## src/rtl/seven_seg_multiplexer_pkg.sv

```systemverilog
// Shared constants for the seven-segment scanner: active-low glyphs, dark
// patterns and the sizing helper for the brightness on-window arithmetic.
package seven_seg_multiplexer_pkg;

    localparam logic [6:0] SEG_OFF   = 7'h7F;
    localparam logic       ANODE_OFF = 1'b1;

    // Segment order {g,f,e,d,c,b,a}, active-low, indexed by hex value.
    localparam logic [6:0] SEG_GLYPH [16] = '{
        7'h40, 7'h79, 7'h24, 7'h30, 7'h19, 7'h12, 7'h02, 7'h78,
        7'h00, 7'h10, 7'h08, 7'h03, 7'h46, 7'h21, 7'h06, 7'h0E
    };

    function automatic int unsigned on_limit_width(input int unsigned prescale,
                                                   input int unsigned dim_bits);
        return $clog2(prescale) + dim_bits + 1;
    endfunction

endpackage

```

## src/rtl/seven_seg_multiplexer_hex_to_seg.sv

```systemverilog
// Hex digit to active-low seven-segment decoder with a registered output;
// a blanked request registers the all-off pattern.
module hex_to_seg
    import seven_seg_multiplexer_pkg::*;
(
    input  logic       clk_i,
    input  logic       rst_ni,
    input  logic [3:0] hex_i,
    input  logic       blank_i,
    output logic [6:0] seg_o
);

    logic [6:0] seg_d;
    logic [6:0] seg_q;

    always_comb begin
        seg_d = SEG_OFF;
        if (!blank_i) begin
            seg_d = SEG_GLYPH[hex_i];
        end
    end

    always_ff @(posedge clk_i or negedge rst_ni) begin
        if (!rst_ni) begin
            seg_q <= SEG_OFF;
        end else begin
            seg_q <= seg_d;
        end
    end

    assign seg_o = seg_q;

endmodule

```

## src/rtl/seven_seg_multiplexer.sv

```systemverilog
// Time-multiplexed common-anode display scanner with dimming, blanking, decimal
// points and per-frame shadowed data. Optional macro: SEG_LZ_SUPPRESS_EN.
module seven_seg_multiplexer
    import seven_seg_multiplexer_pkg::*;
#(
    parameter int unsigned NUM_DIGITS = 4,
    parameter int unsigned PRESCALE   = 100000,
    parameter int unsigned DIM_BITS   = 3
) (
    input  logic                      clk,
    input  logic                      reset,
    input  logic                      en,
    input  logic [4*NUM_DIGITS-1:0]   digits_in,
    input  logic [NUM_DIGITS-1:0]     dp_in,
    input  logic [NUM_DIGITS-1:0]     blank_in,
    input  logic [DIM_BITS-1:0]       brightness,
    output logic [NUM_DIGITS-1:0]     anode,
    output logic [6:0]                seg,
    output logic                      dp,
    output logic                      frame_tick
);

    localparam int unsigned CW = $clog2(PRESCALE);
    localparam int unsigned SW = $clog2(NUM_DIGITS);
    localparam int unsigned LW = on_limit_width(PRESCALE, DIM_BITS);
    localparam logic [CW-1:0] CNT_MAX  = CW'(PRESCALE - 1);
    localparam logic [SW-1:0] SLOT_MAX = SW'(NUM_DIGITS - 1);

    logic [CW-1:0]           cnt_q, cnt_d;
    logic [SW-1:0]           slot_q, slot_d;
    logic [4*NUM_DIGITS-1:0] digits_q;
    logic [NUM_DIGITS-1:0]   dp_q, blank_q, supp_q, supp_d;
    logic [NUM_DIGITS-1:0]   anode_q, anode_d;
    logic                    dp_q_out, dp_d_out;
    logic                    ft_q, ft_d;

    logic          wrap, shadow_load, in_window, lit;
    logic [LW-1:0] on_prod, on_limit;
    logic [3:0]    cur_hex;
    logic          cur_dp, cur_dark;

    assign wrap        = (cnt_q == CNT_MAX);
    assign shadow_load = !en || (wrap && (slot_q == SLOT_MAX));

    always_comb begin
        cnt_d  = cnt_q;
        slot_d = slot_q;
        if (en) begin
            if (wrap) begin
                cnt_d  = '0;
                slot_d = (slot_q == SLOT_MAX) ? '0 : slot_q + SW'(1);
            end else begin
                cnt_d = cnt_q + CW'(1);
            end
        end
    end

    // Brightness 0 may round the window to zero cycles; keep one lit cycle.
    always_comb begin
        on_prod  = (LW'(brightness) + LW'(1)) * LW'(PRESCALE);
        on_limit = on_prod >> DIM_BITS;
        if (on_limit == '0) begin
            on_limit = LW'(1);
        end
        in_window = (cnt_q != '0) && (LW'(cnt_q) <= on_limit);
    end

`ifdef SEG_LZ_SUPPRESS_EN
    localparam logic [NUM_DIGITS-1:0] SUPP_RST = {{(NUM_DIGITS-1){1'b1}}, 1'b0};
    logic run;

    // Walk down from the top digit; the first non-zero or dotted digit ends it.
    always_comb begin
        supp_d = '0;
        run    = 1'b1;
        for (int unsigned k = 1; k < NUM_DIGITS; k++) begin
            if (run && (digits_in[4*(NUM_DIGITS-k) +: 4] == 4'h0) && !dp_in[NUM_DIGITS-k]) begin
                supp_d[NUM_DIGITS-k] = 1'b1;
            end else begin
                run = 1'b0;
            end
        end
    end
`else
    localparam logic [NUM_DIGITS-1:0] SUPP_RST = '0;
    assign supp_d = '0;
`endif

    always_comb begin
        cur_hex  = '0;
        cur_dp   = 1'b0;
        cur_dark = 1'b0;
        for (int unsigned i = 0; i < NUM_DIGITS; i++) begin
            if (slot_q == SW'(i)) begin
                cur_hex  = digits_q[4*i +: 4];
                cur_dp   = dp_q[i];
                cur_dark = blank_q[i] | supp_q[i];
            end
        end
        lit = en && in_window && !cur_dark;
        for (int unsigned i = 0; i < NUM_DIGITS; i++) begin
            anode_d[i] = !(lit && (slot_q == SW'(i)));
        end
        dp_d_out = !(lit && cur_dp);
        ft_d     = en && (cnt_q == '0) && (slot_q == '0);
    end

    always_ff @(posedge clk or negedge reset) begin
        if (!reset) begin
            cnt_q    <= '0;
            slot_q   <= '0;
            digits_q <= '0;
            dp_q     <= '0;
            blank_q  <= '0;
            supp_q   <= SUPP_RST;
            anode_q  <= {NUM_DIGITS{ANODE_OFF}};
            dp_q_out <= 1'b1;
            ft_q     <= 1'b0;
        end else begin
            cnt_q  <= cnt_d;
            slot_q <= slot_d;
            if (shadow_load) begin
                digits_q <= digits_in;
                dp_q     <= dp_in;
                blank_q  <= blank_in;
                supp_q   <= supp_d;
            end
            anode_q  <= anode_d;
            dp_q_out <= dp_d_out;
            ft_q     <= ft_d;
        end
    end

    hex_to_seg u_hex_to_seg (
        .clk_i   (clk),
        .rst_ni  (reset),
        .hex_i   (cur_hex),
        .blank_i (!en || cur_dark),
        .seg_o   (seg)
    );

    assign anode      = anode_q;
    assign dp         = dp_q_out;
    assign frame_tick = ft_q;

endmodule

```

## config.mk

```make
export PLATFORM = sky130hd
export DESIGN_NAME = seven_seg_multiplexer
export DESIGN_NICKNAME = d
export VERILOG_FILES = /design/src/rtl/seven_seg_multiplexer_pkg.sv /design/src/rtl/seven_seg_multiplexer_hex_to_seg.sv /design/src/rtl/seven_seg_multiplexer.sv
export SDC_FILE = /design/constraint.sdc
export NUM_CORES = 1
export LEC_CHECK = 0
export BUFFER_PORTS_ARGS = -buffer_cell sky130_fd_sc_hd__buf_2
export CORE_MARGIN = 1
export CORE_UTILIZATION = 60
export DETAILED_ROUTE_END_ITERATION = 16
export PLACE_DENSITY = 0.81
export SLEW_MARGIN = 20
export SYNTH_ARGS = -nofsm -noshare
export SYNTH_HDL_FRONTEND = slang
export SYNTH_HIERARCHICAL = 1
export SYNTH_SLANG_ARGS = --single-unit
```

## constraint.sdc

```tcl
create_clock -name clk -period 7.7 [get_ports clk]
set_input_delay 0.77 -clock clk [delete_from_list [all_inputs] [get_ports clk]]
set_output_delay 0.77 -clock clk [all_outputs]
set_load 0.01 [all_outputs]
```

-- Yosys cells after proc, flatten, opt, wreduce, memory -nomap -nowiden
Memory sizes are Yosys's and may differ from the RTL's.
Cells that the tools add are included.
- equal/unequal tests: 4
- add/subtract/negate cells: 3
- order comparisons: 2
- $mul: 1
- div/mod/pow operators: 0
- shifts and indexed selects: 0
- reduce and logical (&&, ||, !) cells: 25
- bitwise operators: 1
- muxes and demuxes: 18
- operators by type and width (cell ; number):
    less-or-equal comparator 17 x 21 -> 1 bit ; 1
    zero test 21 bit ; 1
    2-to-1 mux 7 bit ; 3
    2-to-1 mux 18 bit ; 1
    adder 17 x 1 -> 17 bit, second input constant ; 1
    == test 17 bit, second input constant ; 1
    zero test 17 bit ; 1
    2-to-1 mux 17 bit ; 1
    nonzero test 17 bit ; 1
    multiplier 4 x 12 -> 16 bit, second input constant ; 1
    2-to-1 mux 4 bit ; 4
    logical AND 1 bit ; 11
    2-to-1 mux 1 bit ; 8
    zero test 1 bit ; 7
    greater-or-equal comparator 5 bit, second input constant ; 1
    NOT 4 -> 5 bit ; 1
    adder 3 x 1 -> 4 bit, second input constant ; 1
    == test 2 bit, second input constant ; 2
    adder 2 x 1 -> 2 bit, second input constant ; 1
    == test 2 x 1 -> 1 bit, second input constant ; 1
    zero test 2 bit ; 1
    logical OR 1 bit ; 2
    2-to-1 mux 2 bit ; 1
    AND reduction 2 bit ; 1
- latch bits: 0
- bits in read-only memories: 112
- RAM bits: 0
- input bits: 30
- memories kept: 1
- bits in registers: 56
- logic and storage cells: 64
- memory list (name ; words ; width ; read ports ; clocked after memory_dff ; wr ports ; line ; source):
    (name not given) ; 16 ; 7 ; 1 ; 0 ; 0 ; seven_seg_multiplexer_hex_to_seg.sv:19 ; seg_d = SEG_GLYPH[hex_i];

-- Logic depth before layout (Yosys ltp)
- word-level depth: 10
- gate-level depth with buffers: 19

-- By module
Netlist, hierarchy kept.
- by module, submodules not included (module ; instances ; area an instance (um2) ; cells an instance):
    seven_seg_multiplexer ; 1 ; 3485.8 ; 343
    hex_to_seg ; 1 ; 462.9 ; 44

-- Worst setup path after synthesis
OpenSTA, ideal clock, no wires.
- path type: input -> register
- from: in brightness[0]
- to: reg anode_q[0], in the netlist anode[0]
- cell stages on the path: 18
- buffers on the path: 0
- arrival time: 4880 ps
- required time: 7625 ps
- slack: 2745 ps
- cells stage by stage: inv_1 ha_1 ha_1 xnor2_1 ha_1 a21o_1 ha_1 a211oi_1 o31ai_1 o211a_1 or2_2 ha_1 nand4_1 nor4_1 o31ai_1 and3_1 a311oi_2 a2bb2oi_1
- cells in the longest elaborated chain, start to end: 10
- RTL lines (what ; line ; source):
    from (decl) ; seven_seg_multiplexer.sv:16 ; input logic [DIM_BITS-1:0] brightness,
    adder 3 x 1 -> 4 bit (*) ; seven_seg_multiplexer.sv:60 ; on_prod = (LW'(brightness) + LW'(1)) * LW'(PRESCALE);
    multiplier 4 x 12 -> 16 bit (*) ; seven_seg_multiplexer.sv:60 ;
    zero test 21 bit ; seven_seg_multiplexer.sv:62 ; if (on_limit == '0) begin
    2-to-1 mux 18 bit (*) ; seven_seg_multiplexer.sv:62 ;
    less-or-equal comparator 17 x 21 -> 1 bit (*) ; seven_seg_multiplexer.sv:65 ; in_window = (cnt_q != '0) && (LW'(cnt_q) <= on_limit);
    logical AND 1 bit (*) ; seven_seg_multiplexer.sv:65 ;
    logical AND 1 bit (*) (2 in series) ; seven_seg_multiplexer.sv:100 ; lit = en && in_window && !cur_dark;
    logical AND 1 bit (*) ; seven_seg_multiplexer.sv:102 ; anode_d[i] = !(lit && (slot_q == SW'(i)));
    zero test 1 bit (*) ; seven_seg_multiplexer.sv:102 ;
    named net anode_d[0] ; seven_seg_multiplexer.sv:33 ; logic [NUM_DIGITS-1:0] anode_q, anode_d;
    to (signal assigned) ; seven_seg_multiplexer.sv:116 ; anode_q <= {NUM_DIGITS{ANODE_OFF}};
    to (signal assigned) ; seven_seg_multiplexer.sv:128 ; anode_q <= anode_d;
    to (decl) ; seven_seg_multiplexer.sv:33 ;
The timed path passes the listed nets; every way through them passes the cells marked *.
A chain may end at the register's enable or synchronous reset.

-- Worst setup path in the final report
- from: in brightness[0]
- to: reg anode_q[2], in the netlist anode[2]
Same word-level chain as after synthesis.

==> results.txt <==
- The die covers 6910 sq um.
- For the final database, setup skew stands at ~12 ps.
- Of the total power, combinational logic draws 0.320.
- Post-synthesis cell type count: 59
* Setup TNS: 0 ps
- Biggest area contributors in the synthesized netlist: sky130_fd_sc_hd__dfrtp_1 (28%), sky130_fd_sc_hd__ha_1 (15%), sky130_fd_sc_hd__dfstp_2 (8.0%)
* Max-slew headroom at the worst pin: 0.3099
- Portion of netlist area occupied by mux cells: 0.09791
- In this run the vertical extent of the chip is 83.13 microns.
- Buffers placed on the I/O ports in this run total 42.
- The net count of the finished layout is 504.
* Final Total Pwr: roughly 0.77 mW
- Maximum fanout along the worst path: 7
- The internal portion of the total power is about 0.50 mW.
- Worst Hold Margin: 516.6 ps
* Drt initial violations: roughly 160
- Reg area: 1416 sq um
- Initial Util: 0.6219
- Post-synthesis register bit count: 56
- Antenna violations before repair: 0
- Number of failing hold endpoints at the final stage: 0
- Of the total synthesized cell area, the portion taken by XOR and XNOR cells is 0.04658.
- Maximum number of pins on one net before global-route repair: 57
- Die X-Extent: 83.13 microns
- The mapped netlist covers 3949 sq um.
- Fraction of synthesis flops using an asynchronous set or reset pin: 1.000
* Area growth from synthesis to final layout: 8.618%
- The share of total power dissipated in sequential elements is 0.468.
- Data required time at the worst endpoint: 7950 ps
* Final Instance Area: 4289 sq um
- Number of cells in the design after placement: slightly below 500
- Wires add up to 8.113 mm.
- Max Buffers Root-to-Sink: 2
- TritonCTS built the clock tree.
- Core outline area: 6350 sq um
- The most used flip-flop cell after synthesis is sky130_fd_sc_hd__dfrtp_1.
- CTS buffer count: 5
- Of the total power, the clock network draws 0.212.
* Non-filler cells in the finished layout: roughly 500
- The largest total area in the synthesized netlist belongs to sky130_fd_sc_hd__dfrtp_1.
- Max Transition Viols Final: 0
- The share of synthesized area in the top cell type comes to 0.2788.
- The signal on the critical path passes through buf_2 > inv_1 > ha_1 > ha_1 > xnor2_1 > ha_1 > a21o_1 > ha_1 > a211oi_1 > o31ai_1 > o211a_1 > or2_2 > ha_1 > nand4_1 > nor4_1 > o31ai_1 > and3_1 > a311oi_2 > a2bb2oi_1.
- In the routed design, unresolved DRC markers number 0.
* Setup Viol. Count Final: 0
- Of the total synthesized cell area, the portion taken by full adders, half adders and majority gates is 0.1521.
* Antenna violation net count after detailed routing: 0
- The share of the Yosys chip area taken by registers is 0.3587.
- Gpl congestion: 0.8865
* Post-cts hold buffer count: 0
- Max IR drop VDD: ~0.11 mV
- Static Leakage: 2.077 nW
* Fraction of the mapped netlist area in simple logic gates: 0.1553
* Setup repair after global routing missed its margin: false
- Pwr/cell area: 179.2 nW/um^2
- In the final routed layout, each cell accounts on average for 16.10 microns.
* Final core utilization: 0.6755
- Number of max-cap violations: 0
* Measured slew at the worst slew-check pin: 1033 ps
- Fill cells in the final layout number 501.
- Summing all placed instances gives a cell area of 4203 sq um.
- Count of flip-flops with a built-in enable after synthesis: 0
* Synth Area in Compound Gates: 0.1518
- Critical path launch point type: input pin
* Mean Syn Cell Area: 10.20 sq um
* Clk pin slew, worst setup/hold paths: roughly 110 ps
- Number of nets in the synthesized netlist: 465
- The run finished with clean final reports.
- Number of antenna diodes: 0
- Share of the clock period used by the worst path after layout: 0.7031
- The H-tree was split into 2 levels.
- Maximum single-stage delay on the critical path: 520 ps
* Startpoint-to-endpoint class of the critical path: in2reg
- For this design, the sink count on the clock tree is 56.
* Global-route wire length before repair: 14.04 mm
* Number of rows created at floorplan: 29
- After synthesis, the largest family of logic cells by area is simple AND/OR/NAND/NOR gates.
- Class of the tightest hold or removal check: reg2reg
* Root Buffer: sky130_fd_sc_hd__clkbuf_8
- The first detailed-routing pass ran for 4 iterations.
- Counting I/O delays and the setup requirement, the final critical path takes 5414 ps.
- For this design the top-level I/O count stands at 43.
* Area of the multi-input gates: between 2000 and 2500 sq um
- Via count of the first global-routing pass: 3060
- Timing would allow up to about 180 MHz.
- Layout cells sized above 1: 0.2365
- Overflow left after global routing: 0
* Number of resized instances in the post-cts repair step: 0
- Of the total power, the share spent switching nets is 0.3469.
* Switching power of the nets: 0.2666 mW
- Across every metal layer, demand over resource in global routing totals 0.2485.
* Setup bufs post-CTS: 0
- Slowest stage cell, crit path: sky130_fd_sc_hd__nor4_1
- The detailed router placed 3043 vias in this run.
- For this run, the number of Yosys warnings is 6.
- At the worst endpoint, the arrival time is 5660 ps.
* Worst slack at placement: 2159 ps
- Via count normalized by instance count: 6.038
- By instance count, the cell type seen most on the critical path is sky130_fd_sc_hd__ha_1.
* HPWL Detailed: 6.031 mm
- Worst skew pair latency: 310 ps
* Synthesized instance count: 387
- STA classifies the critical path endpoint as a register.
* Final WS setup: about 2300 ps
cell type report:
type,instances,share of cell area
multi-input combinational,299,0.5557
sequential,56,0.3302
timing repair buffer,45,0.05426
tap,77,0.02246
inverter,19,0.01721
clock buffer,6,0.01692
clock inverter,2,0.003209
layer usage:
layer  share of wire  vias up  track usage
met2            0.48       88       0.4113
met4           0.023        0       0.1019
met5               0        -            0
met3           0.040       21      0.03976
li1                -     1488            -
met1            0.45     1446       0.3255
path summary, 6_finish.rpt:
check,from,cells past startpoint,end,slack (ps)
min in group asynchronous,reset,2,digits_q[12],570
max reg2reg,slot_q[1],11,u_hex_to_seg/seg_o[1],4860
min reg2reg,digits_q[15],1,digits_q[15],520
max in group asynchronous,reset,2,cnt_q[9],6650
min,digits_q[15],1,digits_q[15],520
max,brightness[0],19,anode[2],2290
power by group through the flow:
| stage | Clock (mW) | Sequential [mW] | Combinational (mW) |
|---|---|---|---|
| finish | 0.163 | 0.359 | 0.246 |
| global route | 0.178 | 0.363 | 0.277 |
| CTS | 0.167 | 0.358 | 0.245 |
| detailed placement | 0 | 0.364 | 0.242 |
| global placement | 0 | 0.361 | 0.236 |
| floorplan | 0 | 0.357 | 0.181 |
critical path, delay by kind of cell:
family / cells / cell delay [ps]
AO/OA/AOI/OAI: 7 / 1830
AND/OR/NAND/NOR: 4 / 1180
XOR/XNOR: 1 / 140
buffers and inverters: 2 / 280
adder cells (fa/ha/maj): 5 / 1460
state kept, by name, summed over array words and instances, names as in the netlist:
name and flops:
cnt_q 17, digits_q 16, u_hex_to_seg/seg_o 7, dp_q 4, blank_q 4, slot_q 2
frame_tick 1, anode 4, dp 1
synth_stat cells (3+ instances only):
library cell / instances
sky130_fd_sc_hd__nor2b_1: 5
sky130_fd_sc_hd__dfstp_2: 12
sky130_fd_sc_hd__nand3_1: 11
sky130_fd_sc_hd__clkbuf_1: 8
sky130_fd_sc_hd__o21ai_0: 17
sky130_fd_sc_hd__xnor2_1: 13
sky130_fd_sc_hd__buf_6: 3
sky130_fd_sc_hd__inv_1: 18
sky130_fd_sc_hd__mux2i_1: 3
sky130_fd_sc_hd__o21a_1: 3
sky130_fd_sc_hd__a211oi_1: 3
sky130_fd_sc_hd__dfrtp_1: 44
sky130_fd_sc_hd__ha_1: 48
sky130_fd_sc_hd__a221oi_1: 3
sky130_fd_sc_hd__o31ai_1: 3
sky130_fd_sc_hd__mux2_2: 5
sky130_fd_sc_hd__or2_2: 3
sky130_fd_sc_hd__nand4_1: 7
sky130_fd_sc_hd__nor4_1: 3
sky130_fd_sc_hd__a21oi_1: 22
sky130_fd_sc_hd__xor2_1: 8
sky130_fd_sc_hd__a22oi_1: 3
sky130_fd_sc_hd__or3_1: 3
sky130_fd_sc_hd__nand2_1: 31
sky130_fd_sc_hd__a31oi_1: 5
sky130_fd_sc_hd__nor2_1: 25
sky130_fd_sc_hd__a2bb2oi_1: 5
sky130_fd_sc_hd__mux2_4: 20
sky130_fd_sc_hd__nor3_1: 6
sky130_fd_sc_hd__and3_1: 7
kinds of logic (layout without fill, tap and decap cells):
| kind of cell | after synthesis | in the layout |
|---|---|---|
| xor+xnor | 21 | 21 |
| mux | 28 | 28 |
| simple gates | 115 | 115 |
| buf+inv | 32 | 72 |
| fa+ha+maj | 48 | 48 |
| flops | 56 | 56 |
| compound gates | 87 | 87 |
layout by cell type, fill, tap and decap left out, drive strengths merged, types with 8 or more instances in the layout:
| master | count |
|---|---|
| a21oi | 22 |
| and3 | 8 |
| buf | 45 |
| dfrtp | 44 |
| dfstp | 12 |
| ha | 48 |
| inv | 20 |
| mux2 | 25 |
| nand2 | 31 |
| nand3 | 12 |
| nor2 | 25 |
| o21ai | 18 |
| xnor2 | 13 |
| xor2 | 8 |
Note: power is estimated with default switching activity, not from simulation.
